`src/rtl/sound_env_ctrl_if.sv`:
```
// rtl/sound_env_ctrl_if.sv - register write bus for NRx2/NRx4 into the envelope control block
interface sound_env_ctrl_if;
  logic       nrx2_wr;
  logic [7:0] nrx2_data;
  logic       nrx4_wr;
  logic [7:0] nrx4_data;

  modport master (output nrx2_wr, output nrx2_data, output nrx4_wr, output nrx4_data);
  modport slave  (input  nrx2_wr, input  nrx2_data, input  nrx4_wr, input  nrx4_data);
endinterface

```
`src/rtl/sound_env_ctrl.sv`:
```
// rtl/sound_env_ctrl.sv - 512 Hz frame sequencer, NRx2 register and trigger-to-start conversion
module sound_env_ctrl #(
  parameter int CLK_DIV = 8192
) (
  input  logic                   clk,
  input  logic                   rst_n,
  input  logic                   apu_en,
  sound_env_ctrl_if.slave        bus,
  output logic                   tick_length,
  output logic                   tick_sweep,
  output logic                   clk_vol_env,
  output logic                   start,
  output logic [3:0]             initial_volume,
  output logic                   envelope_increasing,
  output logic [2:0]             num_envelope_sweeps,
  output logic                   dac_en,
  output logic                   channel_on
);

  localparam int DIV_W = (CLK_DIV > 2) ? $clog2(CLK_DIV) : 1;
  localparam logic [DIV_W-1:0] DIV_MAX = DIV_W'(CLK_DIV - 1);

  logic [DIV_W-1:0] div;
  logic [2:0]       step;
  logic [7:0]       nrx2_q;

  logic       term;
  logic       trig;
  logic [7:0] nrx2_next;
  logic       dac_next;
  logic       start_next;
  logic       env_due;
  logic       unused_nrx4;

  assign unused_nrx4 = ^bus.nrx4_data[6:0];

  // The envelope-side fields are plain views of the NRx2 flop.
  assign initial_volume      = nrx2_q[7:4];
  assign envelope_increasing = nrx2_q[3];
  assign num_envelope_sweeps = nrx2_q[2:0];

  // Next-state terms: a same-cycle NRx2 write takes precedence so a trigger sees the new DAC state.
  always_comb begin
    term       = (div == DIV_MAX);
    trig       = bus.nrx4_wr & bus.nrx4_data[7];
    nrx2_next  = bus.nrx2_wr ? bus.nrx2_data : nrx2_q;
    dac_next   = |nrx2_next[7:3];
    start_next = trig & dac_next;
    env_due    = term & (step == 3'd7);
  end

  // Divider, step counter, tick pulses, NRx2 register and channel state; apu_en low holds everything at zero.
  always_ff @(posedge clk or negedge rst_n) begin
    if (!rst_n) begin
      div         <= '0;
      step        <= '0;
      nrx2_q      <= '0;
      tick_length <= 1'b0;
      tick_sweep  <= 1'b0;
      clk_vol_env <= 1'b0;
      start       <= 1'b0;
      dac_en      <= 1'b0;
      channel_on  <= 1'b0;
    end else if (!apu_en) begin
      div         <= '0;
      step        <= '0;
      nrx2_q      <= '0;
      tick_length <= 1'b0;
      tick_sweep  <= 1'b0;
      clk_vol_env <= 1'b0;
      start       <= 1'b0;
      dac_en      <= 1'b0;
      channel_on  <= 1'b0;
    end else begin
      div         <= term ? '0 : div + 1'b1;
      step        <= term ? step + 3'd1 : step;
      tick_length <= term & ~step[0];
      tick_sweep  <= term & (step[1:0] == 2'b10);
      // An envelope clock that would land on the start cycle is dropped for this step.
      clk_vol_env <= env_due & ~start_next;
      nrx2_q      <= nrx2_next;
      dac_en      <= dac_next;
      start       <= start_next;
      channel_on  <= dac_next & (channel_on | start_next);
    end
  end

endmodule

```
`src/flat_wrapper.sv`:
```
// flat-port wrapper written by rule: the top's interface ports become plain ports
module sound_env_ctrl_flat 
#(
  parameter int CLK_DIV = 8192
)
  (clk, rst_n, apu_en, tick_length, tick_sweep, clk_vol_env, start, initial_volume, envelope_increasing, num_envelope_sweeps, dac_en, channel_on, bus_nrx2_wr, bus_nrx2_data, bus_nrx4_wr, bus_nrx4_data);
  sound_env_ctrl_if bus_i ();
  input  logic clk;
  input  logic rst_n;
  input  logic apu_en;
  output logic tick_length;
  output logic tick_sweep;
  output logic clk_vol_env;
  output logic start;
  output logic [3:0] initial_volume;
  output logic envelope_increasing;
  output logic [2:0] num_envelope_sweeps;
  output logic dac_en;
  output logic channel_on;
  input wire logic [$bits(bus_i.nrx2_wr)-1:0] bus_nrx2_wr;
  input wire logic [$bits(bus_i.nrx2_data)-1:0] bus_nrx2_data;
  input wire logic [$bits(bus_i.nrx4_wr)-1:0] bus_nrx4_wr;
  input wire logic [$bits(bus_i.nrx4_data)-1:0] bus_nrx4_data;
  assign bus_i.nrx2_wr = bus_nrx2_wr;
  assign bus_i.nrx2_data = bus_nrx2_data;
  assign bus_i.nrx4_wr = bus_nrx4_wr;
  assign bus_i.nrx4_data = bus_nrx4_data;
  sound_env_ctrl #(.CLK_DIV(CLK_DIV)) u_core (.clk(clk), .rst_n(rst_n), .apu_en(apu_en), .bus(bus_i), .tick_length(tick_length), .tick_sweep(tick_sweep), .clk_vol_env(clk_vol_env), .start(start), .initial_volume(initial_volume), .envelope_increasing(envelope_increasing), .num_envelope_sweeps(num_envelope_sweeps), .dac_en(dac_en), .channel_on(channel_on));
endmodule
```
`config.mk`:
```
export PLATFORM = sky130hd
export DESIGN_NAME = sound_env_ctrl_flat
export DESIGN_NICKNAME = d
export VERILOG_FILES = /design/src/rtl/sound_env_ctrl_if.sv /design/src/rtl/sound_env_ctrl.sv /design/src/flat_wrapper.sv
export SDC_FILE = /design/constraint.sdc
export NUM_CORES = 1
export LEC_CHECK = 0
export BUFFER_PORTS_ARGS = -buffer_cell sky130_fd_sc_hd__buf_4
export CORE_MARGIN = 3
export CORE_UTILIZATION = 44
export DETAILED_ROUTE_END_ITERATION = 16
export PLACE_DENSITY = 0.69
export SETUP_SLACK_MARGIN = 0.3
export SYNTH_ARGS = -nofsm -noshare
export SYNTH_HDL_FRONTEND = slang
export SYNTH_SLANG_ARGS = --single-unit
```
`constraint.sdc`:
```
create_clock -name clk -period 2.15 [get_ports clk]
set_clock_uncertainty 0.1 [all_clocks]
set_input_delay 0.215 -clock clk [delete_from_list [all_inputs] [get_ports clk]]
set_output_delay 0.215 -clock clk [all_outputs]
set_load 0.05 [all_outputs]
```
==> results of run 1 <==
==> worst reg2reg max path: stages (launching register included) <==
cell and delay (ns):
dfrtp_1 0.39, ha_2 0.24, nand4_4 0.19, or4_4 0.60, o22ai_1 0.18
==> registers in the layout (all words and copies together), names as in the netlist <==
register / count
u_core.dac_en: 1
u_core.channel_on: 1
u_core.nrx2_q: 8
u_core.start: 1
u_core.clk_vol_env: 1
u_core.tick_length: 1
u_core.step: 3
u_core.tick_sweep: 1
u_core.div: 13
==> cell families after synthesis <==
family | count (synthesis)
compound gates | 22
xor+xnor | 3
fa+ha+maj | 4
buf+inv | 13
flops | 30
mux | 9
simple gates | 50
==> path summary, 6_finish.rpt <==
check,from,end
worst min-delay path,bus_nrx4_data[7],u_core.start
min in group asynchronous,rst_n,u_core.start
max in group asynchronous,rst_n,u_core.step[1]
worst max register to register,u_core.div[1],u_core.step[2]
worst min register to register,u_core.step[0],u_core.tick_length
worst max-delay path,u_core.div[1],u_core.step[2]
==> per-layer routing <==
layer  wire (um)  vias up  share of wire
li1            -      541              -
met1        1172      529           0.42
met2        1348       37           0.49
met3         187        5          0.068
met4          57        0          0.021
met5           0        -              0
==> power breakdown <==
group          leakage, nW  internal (mW)  switching, mW
clock network       0.0353          0.158          0.191
registers            0.408          0.580         0.0128
logic                0.394         0.0574         0.0951
==> per-stage QoR <==
| stage | worst slack (ns) | utilization | total power [mW] | hold WS, ns | cells |
|---|---|---|---|---|---|
| 6_report | 0.3521 | 0.6094 | 1.094 | 0.03369 | 210 |
| 4_1_cts | 0.3220 | 0.6016 | 1.105 | 0.02356 | 207 |
| 3_5_place_dp | 0.2035 | 0.5668 | 0.7506 | 0.05899 | 197 |
| 3_3_place_gp | 0.2378 | 0.5668 | 0.7457 | 0.05485 | 197 |
| 5_1_grt | 0.2774 | 0.6094 | 1.145 | 0.03035 | 210 |
| 2_1_floorplan | 0.4895 | - | 0.6867 | -0.1806 | 131 |
==> what timing repair did <==
item / in CTS / in global routing
hold endpoints to repair: 30 / 0
hold buffers: 1 / 0
buffers inserted: 1 / 3
cloned: 0 / 0
resized for setup: 3 / 0
endpoints found under the setup margin: 13 / 12
pin swaps: 0 / 1
==> area by class of cell <==
| type | count | area [um^2] | area share |
|---|---|---|---|
| Sequential cell | 30 | 750.7 | 0.4283 |
| Multi-Input combinational cell | 88 | 605.6 | 0.3455 |
| Timing Repair Buffer | 33 | 250.2 | 0.1428 |
| Clock buffer | 7 | 55.05 | 0.03141 |
| Tap cell | 42 | 52.55 | 0.02998 |
| Inverter | 9 | 33.78 | 0.01927 |
| Clock inverter | 1 | 5.005 | 0.002855 |
==> cell usage after synthesis (all sizes together) <==
| library cell | instances |
|---|---|
| ha | 4 |
| buf | 3 |
| nor4 | 3 |
| o41ai | 1 |
| xor2 | 2 |
| a21oi | 9 |
| o21ai | 3 |
| nor2 | 16 |
| or3 | 3 |
| nand2 | 8 |
| or4 | 6 |
| nor3 | 3 |
| xnor2 | 1 |
| o31ai | 5 |
| nand3 | 5 |
| dfrtp | 30 |
| nor4b | 1 |
| o22ai | 2 |
| inv | 9 |
| clkbuf | 1 |
| o22a | 1 |
| o211a | 1 |
| nor3b | 1 |
| nand4 | 4 |
| mux2i | 9 |
==> cells in the final DEF (no fill, tap or decap) <==
master	count
nor3b_1	1
xnor2_1	1
o22ai_1	2
nor3_1	3
ha_2	1
buf_4	32
nand4_4	1
or3_1	1
clkbuf_8	1
clkinv_2	1
inv_1	9
dlygate4sd3_1	1
xor2_1	2
o41ai_4	1
o211a_1	1
a21oi_1	9
nor4b_1	1
nand3_1	4
o31ai_1	5
o22a_1	1
or4_4	1
clkbuf_4	5
or4_1	5
nand3_2	1
nand4_1	3
or3_2	2
nand2_1	8
ha_1	3
nor2_1	16
nor4_1	3
dfrtp_1	30
o21ai_0	3
mux2i_1	9
clkbuf_1	1
==> results.cfg, run 1 <==
[timing]
rsz0062_at_grt = false
fmax_mhz = 556.2
final_hold_viol_count = 0
worst_slew_pin_slew_ns = 0.4224
min_period_ns = 1.798
slew_headroom = 0.7181
post-route-period-util = 0.8362
slew_violations = 0
setup_viol = 0
setup_tns_ns = 0

[global_route]
grt_util_met1 = 0.1841
grt_pass1_vias = 1061
antenna_found_initial = 0
grt_pass1_wl_um = 4761
gr-total-overflow = 0
grtUsageMet3 = 0.04505
globalRouteMet2Util = 0.2527
grt_start_max_net_pins = 31
track_usage = 0.1558
busiest_layer = met2

[clock_tree]
path_clk_slew_ns = 0.10
clock_sinks = 30
insertion_delay_ns = 0.33
htree_levels = 2
clockBufferDepth = 2
cts_tree = yes
cts_made_buffers = 5
cts_root_buf = clkbuf_4

[placement]
place_area_um2 = 1630
hpwl_um = 1980
port_buffers = 27
globalplace.congestion = 0.7092

[route]
drt-initial-drc-count = 51
drc_errors = 0
vias_per_cell = 5.295
final_antenna_net_count = 0
via_count = 1112
wirelength_um = 2766
wl_per_cell_um = 13.17
dr.pass1.iters = 4

[outcome]
status = finished clean

[setup_path]
cp_data_arrival_time_ns = 1.93
cp_slowest_cell = or4_4
start_kind = flip-flop
critPathTopFamily = simple AND/OR/NAND/NOR gates
path_cells = ha_2, nand4_4, or4_4, o22ai_1
cp_num_buf_inv = 0
r2r_slack_ns = 0.35
required_ns = 2.29
rr_worst_depth = 4
crit_type = reg2reg
cp_slowest_stage_delay_ns = 0.60
path_max_fanout = 9
cp.depth = 4
crit_path_end_kind = flip-flop

[synthesis]
syn-instance-count = 131
synth_compound_area_frac = 0.1042
netlist_area_um2 = 1393
synth_top_family_by_area = simple AND/OR/NAND/NOR gates
ys_ff_latch = 30
muxShareOfSynthArea = 0.06469
synth_area_leaders = dfrtp_1 (54%), mux2i_1 (6.5%), nor2_1 (4.3%)
synth.net_count = 156
yosysTopAreaCell = dfrtp_1
synth.distinct_cells = 30
synth_xor_xnor_area_share = 0.01887
synth_top_area_frac = 0.5391
syn_avg_cell_area_um2 = 10.63
yosys.area_share.simple = 0.1950
yosysSeqAreaShare = 0.5391
synth-adder-area-share = 0.03594
ys_warn_count = 0

[finish]
fin_area_um2 = 1753
synthToLayoutAreaGrowth_pct = 25.88
fillerInstances = 241
layout-drive-gt1-share = 0.2738
n_antenna_cell = 0
nets = 192

[die]
die_x_um = 62.26
die_y_um = 62.26
core_um2 = 2877
initial_core_util = 0.4841
core.rowCount = 19
die_area_um2 = 3876
io_pins = 35

[hold_path]
whs_path_depth = 3
hp-class = in2reg

[power_and_ir_drop]
vdd_ir_drop_max_mv = 0.2942
power_density_nw_per_um2 = 624.3
leakage_nw = 0.8372

[flow_run]
drv_cap = 0
No activity file was read; power rests on OpenSTA's default activity.
==> run 2, diff against run 1 <==
--- a/config.mk
+++ b/config.mk
@@ -9,7 +9,7 @@
 export CORE_MARGIN = 3
 export CORE_UTILIZATION = 44
 export DETAILED_ROUTE_END_ITERATION = 16
-export PLACE_DENSITY = 0.69
+export PLACE_DENSITY = 0.72
 export SETUP_SLACK_MARGIN = 0.3
 export SYNTH_ARGS = -nofsm -noshare
 export SYNTH_HDL_FRONTEND = slang
==> constraint.sdc (replaced) <==
create_clock -name clk -period 1.5 [get_ports clk]
set_clock_uncertainty 0.1 [all_clocks]
set_input_delay 0.15 -clock clk [delete_from_list [all_inputs] [get_ports clk]]
set_output_delay 0.15 -clock clk [all_outputs]
set_load 0.05 [all_outputs]
==> results.cfg, run 2 (synthesized netlist as in run 1, its figures left out) <==
[outcome]
status = finished, violations left
failed_checks = setup timing

[clock_tree]
clockBufferDepth = 2
path_clk_slew_ns = 0.11
clock_sinks = 30
htree_levels = 2
insertion_delay_ns = 0.32
cts_tree = yes
cts_root_buf = clkbuf_4
cts_made_buffers = 5

[die]
core.rowCount = 19
die_x_um = 62.26
core_um2 = 2877
die_area_um2 = 3876
die_y_um = 62.26
initial_core_util = 0.4841
io_pins = 35

[setup_path]
worst_r2r_endpoint = u_core.div[12]
path_max_fanout = 6
critPathLaunch = u_core.div[0]
reg2reg_from = u_core.div[0]
cp_slowest_stage_delay_ns = 0.48
start_kind = flip-flop
crit_path_end_kind = flip-flop
path_cells = ha_4, nand4_4, buf_12, or4_1, a21oi_2
required_ns = 1.64
cp_slowest_cell = or4_1
cp_data_arrival_time_ns = 1.78
r2r_slack_ns = -0.14
rr_worst_depth = 5
crit_type = reg2reg

[finish]
fillerInstances = 204
largest_reg_flops = 13
largest_register = u_core.div
nets = 210
layout-drive-gt1-share = 0.4624
fin_cells = 228
fin_area_um2 = 2068
n_antenna_cell = 0
mostFrequentLayoutCells = buf_4 (40), dfrtp_1 (27), nor2_1 (12)
layout_commonest_cell = buf_4
reg.largest.list = u_core.div x13, u_core.nrx2_q x8, u_core.step x3
synthToLayoutAreaGrowth_pct = 48.52

[power_and_ir_drop]
power_mw = 1.614
power_density_nw_per_um2 = 780.2
vdd_ir_drop_max_mv = 0.5213
leakage_nw = 0.9522

[timing]
rsz0062_at_grt = true
fmax_mhz = 609.5
final_hold_viol_count = 0
setup_viol = 17
worst_slew_pin_slew_ns = 0.5204
final_critical_path_setup_slack_ns = -0.1407
holdWs_ns = 0.01060
min_period_ns = 1.641
post-route-period-util = 1.094
slew_violations = 0
slew_headroom = 0.6527

[placement]
dp.cells = 209
globalplace.congestion = 0.7414
post-place-ws_ns = -0.1297
hpwl_um = 2127
place_area_um2 = 1745
port_buffers = 27

[global_route]
gr-total-overflow = 0
grt_start_max_net_pins = 31
grt_pass1_wl_um = 5423
track_usage = 0.1755
antenna_found_initial = 0
grt_pass1_vias = 1220

[route]
final_antenna_net_count = 0
wl_per_cell_um = 14.93
via_count = 1211
wirelength_um = 3404
vias_per_cell = 5.311
dr.pass1.iters = 4
drt-initial-drc-count = 44
drc_errors = 0

[flow_run]
drv_cap = 0

[hold_path]
min_to = u_core.nrx2_q[0]
hp-class = in2reg
whs_path_depth = 3
hp-start = bus_nrx2_data[0]
-- run 2: changes by cell type in the layout (fill, tap and decap cells not counted), sizes merged --
| cell | before | now |
|---|---|---|
| buf | 32 | 46 |
| dlygate4sd3 | 1 | 5 |
-- run 2: final cells by class --
class                      count  area, um^2  share of cell area
timing repair buffer          51       437.9              0.2117
multi-input combinational     88       729.5              0.3527
clock buffer                   7       55.05             0.02662
tap                           42       52.55             0.02541
inverter                       9       33.78             0.01633
clock inverter                 1       5.005            0.002420
sequential                    30       754.5              0.3648
-- run 2: report_power, final --
group	leakage, nW	switching (mW)	total [mW]	internal (mW)
clock network	0.0353	0.268	0.495	0.227
logic	0.513	0.153	0.264	0.111
registers	0.404	0.0221	0.855	0.833
-- run 2: routing by layer --
layer / vias up / part of all wire / global-route usage
met3: 7 / 0.049 / 0.04144
met2: 46 / 0.52 / 0.3226
met4: 0 / 0.017 / 0.06612
li1: 584 / - / -
met1: 574 / 0.42 / 0.1956
met5: - / 0 / 0
-- run 2: how the worst max path moves through the flow --
stage / to / depth (start not counted)
4_1_cts: u_core.div[12] / 5
3_3_place_gp: u_core.div[11] / 5
6_report: u_core.div[12] / 5
5_1_grt: u_core.div[0] / 6
3_5_place_dp: u_core.div[6] / 5
2_1_floorplan: u_core.div[12] / 5
-- run 2: timing repair --
action                     CTS  global route
buffers inserted             5             0
setup endpoints to repair   22            25
pin swaps                    8             2
hold endpoints to repair    34             0
resized for setup           19            17
cloned                       1             0
hold buffers                 5             0
-- run 2: metrics by stage --
stage / setup TNS, ns / util
detailed placement: -1.185 / 0.6068
CTS: -1.219 / 0.6960
global route: -2.839 / 0.7190
finish: -1.323 / 0.7190
floorplan: -0.6964 / -
global placement: -0.8375 / 0.6068
-- run 2: critical path, delay by kind of cell (launching register included) --
kind / cells / cell delay [ns]
fa+ha+maj: 1 / 0.16
buf+inv: 1 / 0.16
flops: 1 / 0.40
compound gates: 1 / 0.16
simple gates: 2 / 0.60
==> run 3, diff against run 2 <==
==> constraint.sdc (replaced) <==
create_clock -name clk -period 1.5 [get_ports clk]
set_clock_uncertainty 0.1 [all_clocks]
set_input_delay 0.075 -clock clk [delete_from_list [all_inputs] [get_ports clk]]
set_output_delay 0.075 -clock clk [all_outputs]
set_load 0.05 [all_outputs]
==> results.cfg, run 3 (synthesized netlist as in run 1, its figures left out) <==
[outcome]
status = finished, violations left
failed_checks = setup timing

[finish]
n_antenna_cell = 0
largest_reg_flops = 13
reg.largest.list = u_core.div x13, u_core.nrx2_q x8, u_core.step x3
fin_area_um2 = 2175
post-route-util = 0.7560
fillerInstances = 189
synthToLayoutAreaGrowth_pct = 56.15
mostFrequentLayoutCells = buf_4 (44), dfrtp_1 (26), dlygate4sd3_1 (12)
largest_register = u_core.div
layout_commonest_cell = buf_4
fin_cells = 238
nets = 220
layout-drive-gt1-share = 0.4745

[timing]
final_critical_path_setup_slack_ns = -0.2188
post-route-period-util = 1.146
setup_tns_ns = -1.167
rsz0062_at_grt = true
slew_headroom = 0.6546
worst_slew_pin_slew_ns = 0.5176
final_hold_viol_count = 0
setup_viol = 18
min_period_ns = 1.719
fmax_mhz = 581.8
slew_violations = 0

[die]
die_area_um2 = 3876
die_y_um = 62.26
io_pins = 35
die_x_um = 62.26
core_um2 = 2877
initial_core_util = 0.4841
core.rowCount = 19

[power_and_ir_drop]
power_mw = 1.633
vdd_ir_drop_max_mv = 0.7213
leakage_nw = 1.004
power_density_nw_per_um2 = 750.9

[global_route]
gr-total-overflow = 0
grt_pass1_wl_um = 6417
antenna_found_initial = 0
grt_start_max_net_pins = 31
track_usage = 0.2133
grt_pass1_vias = 1343

[placement]
hpwl_um = 2132
place_area_um2 = 1738
globalplace.congestion = 0.7275
port_buffers = 27
dp.cells = 208

[setup_path]
start_kind = flip-flop
cp_slowest_cell = dfrtp_1
cp_num_buf_inv = 1
path_max_fanout = 6
cp_data_arrival_time_ns = 1.81
path_cells = ha_4, nand4_4, buf_4, o31ai_1, a21oi_1
cp_slowest_stage_delay_ns = 0.41
required_ns = 1.59
crit_path_end_kind = flip-flop
critPathTopFamily = compound AO/OA/AOI/OAI gates
crit_type = reg2reg

[route]
final_antenna_net_count = 0
via_count = 1345
dr.pass1.iters = 5
wl_per_cell_um = 16.84
vias_per_cell = 5.651
drt-initial-drc-count = 28
drc_errors = 0
wirelength_um = 4008

[clock_tree]
cts_made_buffers = 5
clockBufferDepth = 2
path_clk_slew_ns = 0.09
cts_root_buf = clkbuf_4
clock_sinks = 30
htree_levels = 2
insertion_delay_ns = 0.33
cts_tree = yes

[hold_path]
hp-class = in2reg

[flow_run]
drv_cap = 0
==> run 3: cell count changes in the layout (fill, tap and decap cells not counted), moves of 2 or more <==
cell	delta
or3_2	-2
dlygate4sd3_1	+7
buf_6	+3
nor2_2	+2
buf_4	+4
or3_4	+2
nor2_1	-3
buf_8	-3
==> run 3: layout make-up <==
cell class	instances	area, um^2	area share
Sequential cell	30	755.7	0.3475
Multi-Input combinational cell	88	765.7	0.3521
Clock inverter	1	5.005	0.002301
Inverter	9	33.78	0.01554
Tap cell	42	52.55	0.02417
Clock buffer	7	55.05	0.02532
Timing Repair Buffer	61	506.7	0.2330
==> run 3: timing repair <==
| item | in CTS | in global routing |
|---|---|---|
| hold endpoints to repair | 42 | 0 |
| endpoints found under the setup margin | 22 | 22 |
| pin swaps | 10 | 7 |
| buffers inserted | 7 | 2 |
| cloned | 1 | 0 |
| resized for setup | 20 | 22 |
| hold buffers | 12 | 0 |
==> run 3: metal layers <==
| metal | up-vias | GRT usage | routed length (um) |
|---|---|---|---|
| met5 | - | 0 | 0 |
| met4 | 0 | 0.08540 | 173 |
| met3 | 18 | 0.05766 | 249 |
| met2 | 59 | 0.4019 | 2124 |
| met1 | 664 | 0.2226 | 1460 |
| li1 | 604 | - | - |
==> run 3: path summary, 6_finish.rpt <==
kind,to,from,cells after the start,slack [ns]
hold / removal,u_core.div[0],apu_en,4,0.05
max in group asynchronous,u_core.div[8],rst_n,2,0.90
setup reg to reg,u_core.div[12],u_core.div[1],5,-0.22
setup / recovery,u_core.div[12],u_core.div[1],5,-0.22
min in group asynchronous,u_core.nrx2_q[0],rst_n,2,0.11
hold reg to reg,u_core.tick_length,u_core.step[0],1,0.40
==> run 3: stage by stage <==
stage	setup WS, ns	hold slack [ns]
2_1_floorplan	-0.08338	-0.3206
3_3_place_gp	-0.08065	-0.08215
3_5_place_dp	-0.1182	-0.07875
4_1_cts	-0.09612	0.03851
5_1_grt	-0.1823	0.04795
6_report	-0.2188	0.05451
==> run 3: report_power, final <==
part	switching, mW	leakage (nW)	internal (mW)
clock	0.272	0.0353	0.227
sequential	0.0225	0.402	0.833
combinational	0.158	0.567	0.120
==> run 3: worst reg2reg max path, cell delays in order (launching register included) <==
cell and delay (ns):
dfrtp_1 0.41, ha_4 0.17, nand4_4 0.16, buf_4 0.21, o31ai_1 0.41, a21oi_1 0.14
